===== config.mk =====
export PLATFORM = sky130hd
export DESIGN_NAME = board_renderer
export DESIGN_NICKNAME = d
export VERILOG_FILES = /design/src/rtl/board_renderer_pkg.sv /design/src/rtl/board_renderer_vga_timing.sv /design/src/rtl/board_renderer.sv
export SDC_FILE = /design/constraint.sdc
export NUM_CORES = 1
export LEC_CHECK = 0
export BUFFER_PORTS_ARGS = -buffer_cell sky130_fd_sc_hd__buf_2
export CORE_ASPECT_RATIO = 0.5
export CORE_MARGIN = 4
export CORE_UTILIZATION = 53
export DETAILED_ROUTE_END_ITERATION = 6
export PLACE_DENSITY = 0.76
export SLEW_MARGIN = 40
export SYNTH_ARGS = -nofsm -noshare
export SYNTH_HDL_FRONTEND = slang
export SYNTH_SLANG_ARGS = --single-unit
export TNS_END_PERCENT = 30

===== constraint.sdc =====
create_clock -name clk -period 2 [get_ports clk]
set_input_delay 0.4 -clock clk [delete_from_list [all_inputs] [get_ports clk]]
set_output_delay 0.4 -clock clk [all_outputs]
set_load 0.01 [all_outputs]

===== src/rtl/board_renderer_pkg.sv =====
// Shared pacman definitions: cell codes, board geometry, VGA 640x480@60 timing
// and the renderer palette (RRRGGGBB).
package pacman_definitions;

  typedef enum logic [2:0] {
    empty_box          = 3'd0,
    food_box           = 3'd1,
    wall_box           = 3'd2,
    pacman_box         = 3'd3,
    ghost_box          = 3'd4,
    ghost_and_food_box = 3'd5
  } box_t;

  localparam int BOARD_WIDTH  = 32;
  localparam int BOARD_LENGTH = 24;
  localparam int CELL_PIX     = 20;
  localparam int CLK_DIV      = 4;

  localparam int H_VIS  = 640;
  localparam int H_FP   = 16;
  localparam int H_SYNC = 96;
  localparam int H_BP   = 48;
  localparam int V_VIS  = 480;
  localparam int V_FP   = 10;
  localparam int V_SYNC = 2;
  localparam int V_BP   = 33;

  localparam logic [7:0] COL_BG     = 8'h00;
  localparam logic [7:0] COL_BG_GO  = 8'h60;
  localparam logic [7:0] COL_FOOD   = 8'hFF;
  localparam logic [7:0] COL_WALL   = 8'h03;
  localparam logic [7:0] COL_PACMAN = 8'hFC;
  localparam logic [7:0] COL_GHOST  = 8'hE0;
  localparam logic [7:0] COL_DEBUG  = 8'hE3;

  function automatic logic in_box(input logic [4:0] sx, input logic [4:0] sy,
                                  input logic [4:0] lo, input logic [4:0] hi);
    return (sx >= lo) && (sx <= hi) && (sy >= lo) && (sy <= hi);
  endfunction

  // Ghost wins over food in a shared cell, so both ghost codes draw the same.
  function automatic logic [7:0] cell_colour(input logic [2:0] code, input logic [4:0] sx,
                                             input logic [4:0] sy, input logic [7:0] bg);
    logic [7:0] c;
    c = bg;
    case (code)
      empty_box:          c = bg;
      food_box:           c = in_box(sx, sy, 5'd8, 5'd11) ? COL_FOOD : bg;
      wall_box:           c = COL_WALL;
      pacman_box:         c = in_box(sx, sy, 5'd2, 5'd17) ? COL_PACMAN : bg;
      ghost_box,
      ghost_and_food_box: c = in_box(sx, sy, 5'd2, 5'd17) ? COL_GHOST : bg;
      default:            c = COL_DEBUG;
    endcase
    return c;
  endfunction

endpackage


===== src/rtl/board_renderer_vga_timing.sv =====
// VGA raster generator: pixel-rate divider, hc/vc scan counters, sync decode
// and visible-region flags, all for the current (stage-0) pixel.
module vga_timing #(
  parameter int H_VIS  = pacman_definitions::H_VIS,
  parameter int H_FP   = pacman_definitions::H_FP,
  parameter int H_SYNC = pacman_definitions::H_SYNC,
  parameter int H_BP   = pacman_definitions::H_BP,
  parameter int V_VIS  = pacman_definitions::V_VIS,
  parameter int V_FP   = pacman_definitions::V_FP,
  parameter int V_SYNC = pacman_definitions::V_SYNC,
  parameter int V_BP   = pacman_definitions::V_BP
) (
  input  logic clk,
  input  logic reset,
  output logic pix_en,
  output logic line_end,
  output logic frame_end,
  output logic h_active,
  output logic v_active,
  output logic hsync_n,
  output logic vsync_n,
  output logic frame_start
);
  import pacman_definitions::*;

  localparam logic [9:0] H_LAST   = 10'(H_VIS + H_FP + H_SYNC + H_BP - 1);
  localparam logic [9:0] V_LAST   = 10'(V_VIS + V_FP + V_SYNC + V_BP - 1);
  localparam logic [9:0] H_VIS_L  = 10'(H_VIS);
  localparam logic [9:0] V_VIS_L  = 10'(V_VIS);
  localparam logic [9:0] HS_START = 10'(H_VIS + H_FP);
  localparam logic [9:0] HS_END   = 10'(H_VIS + H_FP + H_SYNC);
  localparam logic [9:0] VS_START = 10'(V_VIS + V_FP);
  localparam logic [9:0] VS_END   = 10'(V_VIS + V_FP + V_SYNC);
  localparam logic [1:0] DIV_LAST = 2'(CLK_DIV - 1);

  logic [1:0] div_q, div_d;
  logic [9:0] hc_q, hc_d;
  logic [9:0] vc_q, vc_d;

  assign pix_en      = (div_q == DIV_LAST);
  assign line_end    = (hc_q == H_LAST);
  assign frame_end   = line_end && (vc_q == V_LAST);
  assign h_active    = (hc_q < H_VIS_L);
  assign v_active    = (vc_q < V_VIS_L);
  assign hsync_n     = !((hc_q >= HS_START) && (hc_q < HS_END));
  assign vsync_n     = !((vc_q >= VS_START) && (vc_q < VS_END));
  assign frame_start = pix_en && (hc_q == 10'd0) && (vc_q == 10'd0);

  always_comb begin
    div_d = pix_en ? 2'd0 : div_q + 2'd1;
    hc_d  = hc_q;
    vc_d  = vc_q;
    if (pix_en) begin
      if (line_end) begin
        hc_d = 10'd0;
        vc_d = frame_end ? 10'd0 : vc_q + 10'd1;
      end else begin
        hc_d = hc_q + 10'd1;
      end
    end
  end

  always_ff @(posedge clk) begin
    if (reset) begin
      div_q <= 2'd0;
      hc_q  <= 10'd0;
      vc_q  <= 10'd0;
    end else begin
      div_q <= div_d;
      hc_q  <= hc_d;
      vc_q  <= vc_d;
    end
  end

endmodule


===== src/rtl/board_renderer.sv =====
// Board renderer: walks the board cell grid in step with the VGA raster, reads
// each cell code and produces one-pixel-delayed RGB with matching syncs.
module board_renderer #(
  parameter int BOARD_WIDTH  = pacman_definitions::BOARD_WIDTH,
  parameter int BOARD_LENGTH = pacman_definitions::BOARD_LENGTH,
  parameter int H_VIS        = pacman_definitions::H_VIS,
  parameter int H_FP         = pacman_definitions::H_FP,
  parameter int H_SYNC       = pacman_definitions::H_SYNC,
  parameter int H_BP         = pacman_definitions::H_BP,
  parameter int V_VIS        = pacman_definitions::V_VIS,
  parameter int V_FP         = pacman_definitions::V_FP,
  parameter int V_SYNC       = pacman_definitions::V_SYNC,
  parameter int V_BP         = pacman_definitions::V_BP
) (
  input  logic       clk,
  input  logic       reset,
  input  logic [2:0] board_data,
  input  logic       game_over,
  output logic [5:0] x,
  output logic [5:0] y,
  output logic       hsync,
  output logic       vsync,
  output logic [7:0] rgb,
  output logic       frame_start
);
  import pacman_definitions::*;

  localparam logic [4:0] CELL_LAST = 5'(CELL_PIX - 1);
  localparam logic [4:0] COL_LAST  = 5'(BOARD_WIDTH - 1);
  localparam logic [4:0] ROW_LAST  = 5'(BOARD_LENGTH - 1);
  localparam logic [5:0] Y_TOP     = 6'(BOARD_LENGTH - 1);

  logic pix_en, line_end, frame_end, h_active, v_active, hsync_n, vsync_n;

  vga_timing #(
    .H_VIS(H_VIS), .H_FP(H_FP), .H_SYNC(H_SYNC), .H_BP(H_BP),
    .V_VIS(V_VIS), .V_FP(V_FP), .V_SYNC(V_SYNC), .V_BP(V_BP)
  ) u_timing (
    .clk         (clk),
    .reset       (reset),
    .pix_en      (pix_en),
    .line_end    (line_end),
    .frame_end   (frame_end),
    .h_active    (h_active),
    .v_active    (v_active),
    .hsync_n     (hsync_n),
    .vsync_n     (vsync_n),
    .frame_start (frame_start)
  );

  logic [4:0] sub_x_q, sub_x_d, cell_col_q, cell_col_d;
  logic [4:0] sub_y_q, sub_y_d, cell_row_q, cell_row_d;
  logic [5:0] y_q, y_d;
  logic       go_q, go_d;
  logic [7:0] rgb_q, rgb_d;
  logic       hsync_q, hsync_d, vsync_q, vsync_d;

  always_comb begin
    sub_x_d    = sub_x_q;
    cell_col_d = cell_col_q;
    sub_y_d    = sub_y_q;
    cell_row_d = cell_row_q;
    go_d       = go_q;
    rgb_d      = rgb_q;
    hsync_d    = hsync_q;
    vsync_d    = vsync_q;
    if (pix_en) begin
      if (line_end) begin
        sub_x_d    = 5'd0;
        cell_col_d = 5'd0;
        if (frame_end) begin
          sub_y_d    = 5'd0;
          cell_row_d = 5'd0;
        end else if (v_active) begin
          // Row index saturates so y parks on the bottom row through v-blank.
          if (sub_y_q == CELL_LAST) begin
            sub_y_d = 5'd0;
            if (cell_row_q != ROW_LAST) cell_row_d = cell_row_q + 5'd1;
          end else begin
            sub_y_d = sub_y_q + 5'd1;
          end
        end
      end else if (h_active) begin
        if (sub_x_q == CELL_LAST) begin
          sub_x_d = 5'd0;
          if (cell_col_q != COL_LAST) cell_col_d = cell_col_q + 5'd1;
        end else begin
          sub_x_d = sub_x_q + 5'd1;
        end
      end
      // Game-over only takes effect at a frame boundary to avoid tearing.
      if (frame_end) go_d = game_over;
      rgb_d   = (h_active && v_active)
                ? cell_colour(board_data, sub_x_q, sub_y_q, go_q ? COL_BG_GO : COL_BG)
                : 8'h00;
      hsync_d = hsync_n;
      vsync_d = vsync_n;
    end
    // Screen row 0 shows the top board row, board "up" being +y.
    y_d = Y_TOP - {1'b0, cell_row_d};
  end

  always_ff @(posedge clk) begin
    if (reset) begin
      sub_x_q    <= 5'd0;
      cell_col_q <= 5'd0;
      sub_y_q    <= 5'd0;
      cell_row_q <= 5'd0;
      y_q        <= Y_TOP;
      go_q       <= 1'b0;
      rgb_q      <= 8'h00;
      hsync_q    <= 1'b1;
      vsync_q    <= 1'b1;
    end else begin
      sub_x_q    <= sub_x_d;
      cell_col_q <= cell_col_d;
      sub_y_q    <= sub_y_d;
      cell_row_q <= cell_row_d;
      y_q        <= y_d;
      go_q       <= go_d;
      rgb_q      <= rgb_d;
      hsync_q    <= hsync_d;
      vsync_q    <= vsync_d;
    end
  end

  assign x     = {1'b0, cell_col_q};
  assign y     = y_q;
  assign rgb   = rgb_q;
  assign hsync = hsync_q;
  assign vsync = vsync_q;

endmodule


==> results.sh <==
export IMPL_r2r_end="u_timing.vc_q[6]"
export IMPL_die_area_mm2=0.00666
export IMPL_drt_pass1_iter_count=4
export IMPL_p_int_mw=1.67
export IMPL_grt_start_max_net_pins=17
export IMPL_hold_class="primary input to flip-flop"
export IMPL_crit_type="flip-flop to primary output"
export IMPL_synth_fp_nets=349
export IMPL_cts_root_buf="clkbuf_8"
export IMPL_synth_cell_types=54
export IMPL_via_per_inst=5.62
export IMPL_cts_tree="yes"
export IMPL_yosys_warnings=0
export IMPL_synth_top_area_share_pct=38.1
export IMPL_finalHoldViolCount=0
export IMPL_max_vdd_ir_drop_mv=0.330
export IMPL_syn2layout_area_growth_pct=19.0
export IMPL_grt_pass1_vias=2204
export IMPL_die_height_um=59.7
export IMPL_final_cell_mix="dfxtp_1, nor2_1, buf_4, buf_2, nand2_1"
export IMPL_cts_path_max_buffers=2
export IMPL_drtAntennaViolNets=0
export IMPL_skew_ns=0.00809
export IMPL_cts_buffers=5
export IMPL_min_period_over_period_pct=95.6
export IMPL_ys_flop_type="dfxtp_1"
export IMPL_reg2reg_from="u_timing.hc_q[5]"
export IMPL_drv_cap=0
export IMPL_ys_seq_area_share_pct=38.1
export IMPL_r2r_cells=5
export IMPL_syn_instance_count=328
export IMPL_io_pins=29
export IMPL_clk_pin_slew_ns=0.10
export IMPL_overflow=0
export IMPL_setup_viol=0
export IMPL_wire_per_inst_um=14.0
export IMPL_rrSetupSlack_ns=0.09
export IMPL_grt_usage_pct=18.6
export IMPL_vias=2472
export IMPL_arrival_ns=1.51
export IMPL_core_region_area_mm2=0.00504
export IMPL_antenna_found_initial=0
export IMPL_final_common_cell="dfxtp_1"
export IMPL_place_congestion=0.847
export IMPL_wirelength_um=6140
export IMPL_worst_path_max_fanout=3
export IMPL_seq_power_share_pct=52.6
export IMPL_rsz0062_at_grt="yes"
export IMPL_clkSinkCount=54
export IMPL_start_util_pct=56.3
export IMPL_p_sw_share_pct=19.9
export IMPL_grt_pass1_wl_um=10100
export IMPL_syn_avg_cell_area_um2=8.65
export IMPL_p_clk_share_pct=42.2
export IMPL_endpoint_kind="primary output"
export IMPL_whs_path_depth=3
export IMPL_hp_start="game_over"
export IMPL_holdWs_ns=0.328
export IMPL_drive_gt1_share_pct=23.2
export IMPL_whs_endpoint="go_q"
export IMPL_die_x_um=111
export IMPL_insertion_delay_ns=0.31
export IMPL_hpwl_um=4400
export IMPL_synth_edf_count=0
export IMPL_power_frac_comb_pct=5.2
export IMPL_ys_seq_elements=54
export IMPL_yosys_top_cells_area="dfxtp_1, ha_1, nor2_1"
export IMPL_diodes=0
export IMPL_htree_num_levels=2
export IMPL_switching_power_mw=0.415
export IMPL_row_count=18
export IMPL_port_buffer_count=27
export IMPL_drt_iter0_markers=99
export IMPL_fin_crit_ns=1.91
export IMPL_worst_setup_path_start_kind="flip-flop"
export IMPL_yosysTopAreaCell="dfxtp_1"
export IMPL_async_flop_share_pct=0
export IMPL_netlist_area_mm2=0.00284
export IMPL_fmax_ghz=0.523
export IMPL_drv_slew=0
export IMPL_fin_nets=390
export IMPL_power_per_cell_area_mw_per_mm2=617
export IMPL_p_leak_nw=1.38
export IMPL_power_mw=2.08
export IMPL_drc_errors=0
export IMPL_crit_required_ns=1.60
export IMPL_outcome="complete, no violations"
cell usage after synthesis (all sizes together), types with 2 or more instances:
library cell  count
dfxtp            54
nor2             43
nand2            24
nor3             16
ha               15
nand4            15
xnor2            15
buf              14
nand3            12
a21oi            11
inv              10
xor2              9
and3              8
clkbuf            8
nand2b            6
mux2i             5
nand3b            5
o21ai             5
nor2b             4
nor4              4
or2               4
and4              3
nand4b            3
or3               3
a211oi            2
a21o              2
a22o              2
a32o              2
a32oi             2
and3b             2
nor4b             2
o31ai             2
or4               2
per-stage QoR:
| stage | cell area [µm²] | std cells | utilization [%] | worst slack [ns] | setup TNS [ns] |
|---|---|---|---|---|---|
| 3_3_place_gp | 3130 | 430 | 62.1 | 0.136 | 0 |
| 3_5_place_dp | 3130 | 430 | 62.1 | 0.0392 | 0 |
| 4_1_cts | 3290 | 438 | 65.2 | 0.00688 | 0 |
| 6_report | 3380 | 440 | 67.0 | 0.0871 | 0 |
| 2_1_floorplan | 2850 | 328 | - | 0.0231 | 0 |
| 5_1_grt | 3380 | 440 | 67.0 | -0.0743 | -0.158 |
timing repair:
item                                    in CTS  in global routing
pin swaps                                    0                  6
resized for setup                            3                 17
hold endpoints to repair                     0                  0
hold buffers                                 0                  0
setup buffers                                0                  2
endpoints found under the setup margin       1                 19
final cells by class:
| type | count | area [µm²] |
|---|---|---|
| Multi-Input combinational cell | 242 | 1670 |
| Fill cell | 388 | 1670 |
| Sequential cell | 54 | 1080 |
| Timing Repair Buffer | 56 | 357 |
| Tap cell | 70 | 87.6 |
| Clock buffer | 6 | 82.6 |
| Clock inverter | 2 | 60.1 |
| Inverter | 10 | 37.5 |
worst max-delay path, cell delays in order (launching register included):
cell,delay (ns)
dfxtp_2,0.34
buf_4,0.13
inv_2,0.06
ha_4,0.12
nor4b_4,0.17
nand4_1,0.12
nor2_1,0.12
buf_2,0.13
power by group through the flow:
stage,Combinational (mW),Clock (mW),Sequential (mW)
6_report,0.109,0.880,1.10
4_1_cts,0.0979,0.900,1.09
3_3_place_gp,0.0929,0,1.12
3_5_place_dp,0.0951,0,1.12
5_1_grt,0.123,0.952,1.10
2_1_floorplan,0.0612,0,1.12
worst max-delay path by stage:
stage / start / end / slack (ns)
5_1_grt: u_timing.hc_q[5] / y[4] / -0.07
4_1_cts: u_timing.div_q[0] / frame_start / 0.007
3_5_place_dp: u_timing.hc_q[1] / y[4] / 0.04
6_report: u_timing.hc_q[1] / frame_start / 0.09
3_3_place_gp: u_timing.hc_q[0] / u_timing.vc_q[6] / 0.14
2_1_floorplan: u_timing.hc_q[0] / y[4] / 0.02
layer usage:
metal  track usage (%)  up-vias  share of wire (%)
met1              24.4     1171                 47
li1                  -     1220                  -
met3              4.85        6                6.3
met5                 0        -                  0
met2              31.5       75                 46
met4              3.64        0               0.75
state kept, by name, indices dropped and copies added, names as in the netlist:
signal          cells
y                   5
sub_x_q             5
u_timing.hc_q      10
sub_y_q             5
rgb                 4
u_timing.vc_q      10
vsync               1
go_q                1
u_timing.div_q      2
cell_col_q          5
cell_row_q          5
hsync               1
cell families (layout without fill, tap and decap cells):
logic type	count (synthesis)	count (layout)	synth area share [%]
flops	54	54	38.1
mux	5	5	1.76
compound gates	38	38	9.35
fa+ha+maj	15	15	6.61
buf+inv	32	74	6.17
xor+xnor	24	24	7.41
other cells	1	1	0.132
simple gates	159	159	30.5
Note: power is estimated with default switching activity, not from simulation.
